<file path="src/rtl/seq_div_8x4.sv">
// seq_div_8x4: sequential 8-bit by 4-bit unsigned restoring divider with valid/ready handshakes
module seq_div_8x4 (
  input  logic       clk,
  input  logic       rst,
  input  logic       in_valid,
  output logic       in_ready,
  input  logic [7:0] dividend,
  input  logic [3:0] divisor,
  output logic       out_valid,
  input  logic       out_ready,
  output logic [7:0] quotient,
  output logic [3:0] remainder,
  output logic       div_by_zero
);
  typedef enum logic [1:0] {IDLE, BUSY, DONE} state_t;
  state_t state, state_nxt;
  logic [2:0] cnt;
  logic [3:0] rem, dvs, diff;
  logic [7:0] q;
  logic [4:0] trial;
  logic dz, fit;
  // q starts as the dividend and shifts quotient bits in from the right as dividend bits leave the top
  assign trial = {rem, q[7]};
  assign fit = trial >= {1'b0, dvs};
  assign diff = trial[3:0] - dvs;
  always_comb begin
    state_nxt = IDLE;
    state_nxt = state == IDLE ? (in_valid ? (divisor == 4'd0 ? DONE : BUSY) : IDLE) :
                state == BUSY ? (cnt == 3'd7 ? DONE : BUSY) :
                state == DONE ? (out_ready ? IDLE : DONE) : IDLE;
  end
  always_ff @(posedge clk)
    state <= rst ? IDLE : state_nxt;
  always_ff @(posedge clk) begin
    if (rst) begin
      cnt <= 3'd0;
      rem <= 4'd0;
      dvs <= 4'd0;
      q   <= 8'd0;
      dz  <= 1'b0;
    end else if (state == IDLE && in_valid) begin
      cnt <= 3'd0;
      dvs <= divisor;
      dz  <= divisor == 4'd0;
      rem <= divisor == 4'd0 ? dividend[3:0] : 4'd0;
      q   <= divisor == 4'd0 ? 8'hFF : dividend;
    end else if (state == BUSY) begin
      cnt <= cnt + 3'd1;
      rem <= fit ? diff : trial[3:0];
      q   <= {q[6:0], fit};
    end
  end
  assign in_ready = state == IDLE;
  assign out_valid = state == DONE;
  assign quotient = q;
  assign remainder = rem;
  assign div_by_zero = dz;
endmodule

</file>
<file path="config.mk">
export PLATFORM = sky130hd
export DESIGN_NAME = seq_div_8x4
export DESIGN_NICKNAME = d
export VERILOG_FILES = /design/src/rtl/seq_div_8x4.sv
export SDC_FILE = /design/constraint.sdc
export NUM_CORES = 1
export LEC_CHECK = 0
export CAP_MARGIN = 20
export CORE_MARGIN = 5
export CORE_UTILIZATION = 51
export CTS_CLUSTER_SIZE = 24
export DETAILED_ROUTE_END_ITERATION = 10
export PLACE_DENSITY = 0.8
export RECOVER_POWER = 100
export SYNTH_ARGS = -nofsm -noshare
export SYNTH_HDL_FRONTEND = slang
export SYNTH_SLANG_ARGS = --single-unit
</file>
<file path="constraint.sdc">
create_clock -name clk -period 2.85 [get_ports clk]
set_input_delay 0.7125 -clock clk [delete_from_list [all_inputs] [get_ports clk]]
set_output_delay 0.7125 -clock clk [all_outputs]
set_load 0.03 [all_outputs]
</file>
==> out/qor.csv, run 1 <==
metric;value;unit
avgSynthCellArea;8.33;um2
vias;1142;
worstPathMaxFanout;7;
cts_htree_levels;1;
die_area;3340;um2
p_leak;0.635;nW
rsz0062_at_grt;no;
hold_class;reg -> reg;
ys_ff_latch;22;
synth_top_cell_area_share;37.8;%
fin_hold_ws;0.464;ns
core;2190;um2
ios;31;
placed_area;1500;um2
seq_area_frac_synth;37.8;%
io_buffers;30;
dieHeight;57.8;um
postCtsSetupBuffers;0;
synth_top_cell_by_area;dfxtp_1;
drtIter0Drc;11;
cp.arrival;1.74;ns
synth_cells;140;
final_layout_size_suffix_gt1_share;8.19;%
cts.repair.resized;0;
worstSetupEndpointType;primary output;
finalMaxSlewViolations;0;
min_period;2.45;ns
fin_crit_sh;86.0;%
finalSetupViolations;0;
die_w;57.8;um
drc_errors;0;
fin_ws;0.400;ns
wl_per_cell;14.6;um
finalClockSkew;0.00441;ns
place_ws;0.331;ns
initial_core_util;53.2;%
tightest_slew;0.548;ns
setup-tns-final;0;ns
async_flop_share;0;%
drt-total-wl;2.90;mm
netlist_area;1170;um2
ys_warn_count;0;
cts.path.max_buffers;2;
synth_edf_count;0;
clockRootBuffer;clkbuf_4;
fillers;199;
holdBufCountCts;0;
power;0.000880;W
grt_pass1_vias;1157;
outcome;finished, final reports clean;
crit_path_start_kind;flip-flop;
place_hpwl;2.24;mm
cts_tree;built;
power_density;570;nW/um2
drtPass1Iterations;4;
ant_nets;0;
syn_to_final_growth;32.4;%
drv_cap;0;
synth_top_flop_cell;dfxtp_1;
regArea;440;um2
hold_viol_final;0;
cts_buffers;3;
clk_pin_slew;0.13;ns
antenna_found_initial;0;
grt.overflow.total;0;
max_freq;408;MHz
grt_max_degree;14;
clock_latency;0.31;ns
multi_input_area;667;um2
antenna_cells;0;
grt_pass1_wl;5.00;mm
worstSetupPathType;reg -> out;
cts.sinks;22;
syn_nets;163;
yosysUniqueCellTypes;36;
grt_usage;18.9;%
synth_area_leaders;dfxtp_1, a21oi_1, ha_1, nor2_1, nand2_1;
slew_headroom;63.1;%
fin_area;1540;um2
routed_via_density;5.74;
ir_drop;435;uV
num_rows;17;
fin_nets;195;
cp_data_required_time;2.14;ns
place.gp.congestion;0.904;
-- flip-flops by register name (all words and copies together) (netlist names) --
signal / flops
dvs: 4
cnt: 3
remainder: 4
quotient: 8
div_by_zero: 1
state: 2
-- through the flow --
| step | utilization, % | cells |
|---|---|---|
| 2_1_floorplan | - | 140 |
| 3_3_place_gp | 68.6 | 195 |
| 3_5_place_dp | 68.6 | 195 |
| 4_1_cts | 71.0 | 199 |
| 5_1_grt | 70.5 | 199 |
| 6_report | 70.5 | 199 |
-- synth_stat cells (3+ instances only) --
library cell and instances:
nand2_1 16, nand2b_1 3, o221ai_1 6, ha_1 6, a21oi_1 21, clkbuf_1 5, nor2_1 18, o21ai_0 3
dfxtp_1 22, inv_1 6
-- cells by family after synthesis --
logic type / share of synthesized area [%]
xor gates and xnor gates: 1.50
adders and majority gates: 8.15
DFF: 37.8
and+or+nand+nor: 22.1
AOI/OAI and AO/OA: 23.1
buffers and inverters: 4.40
muxes: 3.00
-- power by group --
part	total, W	leakage, nW	switching, W	internal, W
Sequential	0.000354	0.181	0.0000213	0.000333
Clock	0.000241	0.0279	0.0000986	0.000142
Combinational	0.000285	0.426	0.000158	0.000127
-- routing by layer --
metal | global-route usage, % | share of wire, % | vias up
met5 | 0 | 0 | -
met4 | 9.27 | 1.8 | 0
met3 | 2.45 | 3.5 | 6
met2 | 33.5 | 50 | 24
met1 | 22.1 | 45 | 552
li1 | - | - | 560
-- placed cells by master, fill, tap and decap left out, types with 2 or more instances in the layout --
master / n
nor4_1: 2
buf_4: 3
nor2b_1: 2
a211o_1: 2
clkdlybuf4s50_1: 14
mux2i_1: 2
xor2_1: 2
dfxtp_1: 22
o221ai_1: 6
nand2_1: 16
a21oi_2: 2
inv_1: 6
or2_1: 2
a2111oi_0: 2
nand2b_1: 3
a21oi_1: 21
clkbuf_4: 3
nor2_1: 18
o21ai_0: 3
a22oi_1: 2
dlygate4sd3_1: 16
ha_1: 6
-- final cells by class --
cell class	count	area share [%]
timing repair buffer	34	21.2
multi-input combinational	105	43.2
sequential	22	28.5
clock inverter	1	1.94
tap	28	2.27
clock buffer	3	1.46
inverter	6	1.46
-- worst paths after layout --
check	from	end	slack, ns	depth (start not counted)
max	state[1]$_SDFF_PP0_	out_valid	0.40	2
min	dvs[2]$_SDFFE_PP0P_	dvs[2]$_SDFFE_PP0P_	0.46	2
max reg2reg	remainder[1]$_SDFFE_PP0P_	remainder[2]$_SDFFE_PP0P_	0.73	6
min reg2reg	dvs[2]$_SDFFE_PP0P_	dvs[2]$_SDFFE_PP0P_	0.46	2
-- critical path, cell delays in order (launching register included) --
cell and delay (ns):
dfxtp_1 0.45, nor2b_1 0.21, dlygate4sd3_1 0.76
Note: power is estimated with default switching activity, not from simulation.
==> run 2: changes to the inputs <==
--- a/config.mk
+++ b/config.mk
@@ -5,6 +5,7 @@
 export SDC_FILE = /design/constraint.sdc
 export NUM_CORES = 1
 export LEC_CHECK = 0
+export ABC_AREA = 0
 export CAP_MARGIN = 20
 export CORE_MARGIN = 5
 export CORE_UTILIZATION = 51
==> results of run 2 <==
The final DEF is identical to that of run 1; final timing and power are the same.
==> run 3: changes to the inputs <==
--- a/config.mk
+++ b/config.mk
@@ -8,10 +8,10 @@
 export ABC_AREA = 0
 export CAP_MARGIN = 20
 export CORE_MARGIN = 5
-export CORE_UTILIZATION = 51
+export CORE_UTILIZATION = 40
 export CTS_CLUSTER_SIZE = 24
 export DETAILED_ROUTE_END_ITERATION = 10
-export PLACE_DENSITY = 0.8
+export PLACE_DENSITY = 0.65
 export RECOVER_POWER = 100
 export SYNTH_ARGS = -nofsm -noshare
 export SYNTH_HDL_FRONTEND = slang
==> out/qor.csv, run 3 (synthesis results as in run 1) <==
metric;value;unit;change
clock_latency;0.30;ns;was 0.31 ns
fillers;268;;was 199
p_int;0.000510;W;was 0.000602 W
vias;1095;;was 1142
grt_pass1_wl;4.96;mm;was 5.00 mm
finalMaxSlewViolations;0;;unchanged
setup-tns-final;0;ns;unchanged
cp_slowest_cell;dlygate4sd3_1;;unchanged
largest_register_ffs;8;;unchanged
drtIter0Drc;43;;was 11
cts_tree;built;;unchanged
antenna_cells;0;;unchanged
core;2780;um2;was 2190 um2
fin_area;1520;um2;was 1540 um2
drt-total-wl;2.94;mm;was 2.90 mm
grt_max_degree;14;;unchanged
cts.sinks;22;;unchanged
place.gp.congestion;0.801;;was 0.904
finalSetupViolations;0;;unchanged
min_period;2.49;ns;was 2.45 ns
cp.arrival;2.73;ns;was 1.74 ns
routed_via_density;5.45;;was 5.74
outcome;finished, final reports clean;;unchanged
path_common_cell;a21oi_1;;
drtPass1Iterations;4;;unchanged
ir_drop;340;uV;was 435 uV
place_ws;0.383;ns;was 0.331 ns
slew_headroom;64.8;%;was 63.1%
final_cell_mix;a21oi_1, dfxtp_1, nor2_1;;was dfxtp_1, a21oi_1, nor2_1
cpLargestDelayFamily;simple AND/OR/NAND/NOR gates;;was buffers and inverters
ant_nets;0;;unchanged
power_frac_clock;17.8;%;was 27.3%
grt_usage;14.9;%;was 18.9%
seqPwrFrac;45.5;%;was 40.3%
die_w;64.0;um;was 57.8 um
final_layout_size_suffix_gt1_share;7.06;%;was 8.19%
worstPathMaxFanout;6;;was 7
tightest_slew;0.523;ns;was 0.548 ns
dieHeight;64.0;um;was 57.8 um
power.switching;0.000269;W;was 0.000278 W
slowest_delay;0.55;ns;was 0.76 ns
cts_buffers;3;;unchanged
netSwitchingFraction;34.5;%;was 31.6%
path_cells;dlygate4sd3_1 > nor4_1 > and2_0 > a21oi_1 > a211o_1 > a21oi_1;;was nor2b_1 > dlygate4sd3_1
regArea;440;um2;unchanged
worstSetupEndpointType;flip-flop;;was primary output
cts_htree_levels;1;;unchanged
power_density;514;nW/um2;was 570 nW/um2
drv_cap;0;;unchanged
postCtsSetupBuffers;0;;unchanged
fin_crit_sh;87.3;%;was 86.0%
crit_path_start_kind;input pin;;was flip-flop
finalClockSkew;0.00172;ns;was 0.00441 ns
fin_ws;0.362;ns;was 0.400 ns
grt_pass1_vias;1141;;was 1157
comb_power_share;36.7;%;was 32.4%
clk_pin_slew;0.11;ns;was 0.13 ns
holdBufCountCts;0;;unchanged
fin_hold_ws;0.468;ns;was 0.464 ns
place_hpwl;2.33;mm;was 2.24 mm
multi_input_area;664;um2;was 667 um2
cts.repair.resized;0;;unchanged
rsz0062_at_grt;no;;unchanged
die_area;4100;um2;was 3340 um2
hold_class;reg -> reg;;unchanged
wl_per_cell;14.6;um;about the same
antenna_found_initial;0;;unchanged
ios;31;;unchanged
p_leak;0.621;nW;was 0.635 nW
clockRootBuffer;clkbuf_4;;unchanged
power;0.000778;W;was 0.000880 W
crit_buf_inv;1;;unchanged
io_buffers;30;;unchanged
grt.overflow.total;0;;unchanged
max_freq;402;MHz;was 408 MHz
hold_viol_final;0;;unchanged
num_rows;19;;was 17
placed_area;1510;um2;was 1500 um2
drc_errors;0;;unchanged
cts.path.max_buffers;2;;unchanged
initial_core_util;41.9;%;was 53.2%
cp_data_required_time;3.09;ns;was 2.14 ns
worstSetupPathType;in -> reg;;was reg -> out
syn_to_final_growth;29.9;%;was 32.4%
fin_nets;195;;unchanged
## run 3: power by group through the flow
stage | combinational [W] | sequential (W) | clock, W
6_report | 0.000285 | 0.000355 | 0.000138
5_1_grt | 0.000310 | 0.000360 | 0.000163
4_1_cts | 0.000296 | 0.000355 | 0.000149
3_5_place_dp | 0.000295 | 0.000363 | 0
3_3_place_gp | 0.000290 | 0.000362 | 0
2_1_floorplan | 0.000157 | 0.000395 | 0
## run 3: worst reg2reg max path, stage by stage (launching register included)
cell and delay (ns):
dfxtp_1 0.35, inv_1 0.06, ha_1 0.34, or2_1 0.24
a211oi_1 0.37, nor2_2 0.14, mux2i_1 0.15, a2111oi_1 0.33
## run 3: cell type report
type | instances | area share [%]
multi-input combinational | 105 | 43.8
timing repair buffer | 34 | 21.6
clock buffer | 3 | 1.49
sequential | 22 | 29.1
inverter | 6 | 1.49
tap | 31 | 2.56
## run 3: worst paths after layout
kind	from	endpoint	slack, ns	cells after the start
worst max-delay path	divisor[3]	remainder[1]$_SDFFE_PP0P_	0.36	6
worst min-delay path	dvs[2]$_SDFFE_PP0P_	dvs[2]$_SDFFE_PP0P_	0.47	2
worst max register to register	dvs[2]$_SDFFE_PP0P_	remainder[2]$_SDFFE_PP0P_	0.77	7
worst min register to register	dvs[2]$_SDFFE_PP0P_	dvs[2]$_SDFFE_PP0P_	0.47	2
## run 3: metal layers
metal,wire length (um),share of wire (%),vias up,GRT usage (%)
li1,-,-,559,-
met1,1320,45,510,18.3
met2,1460,50,24,25.6
met3,139,4.7,2,4.38
met4,14,0.48,0,3.38
met5,0,0,-,0
## run 3: metrics by stage
stage	instances	utilization, %
6_report	201	54.5
5_1_grt	201	54.5
4_1_cts	201	55.0
3_5_place_dp	198	54.2
3_3_place_gp	198	54.2
2_1_floorplan	140	-
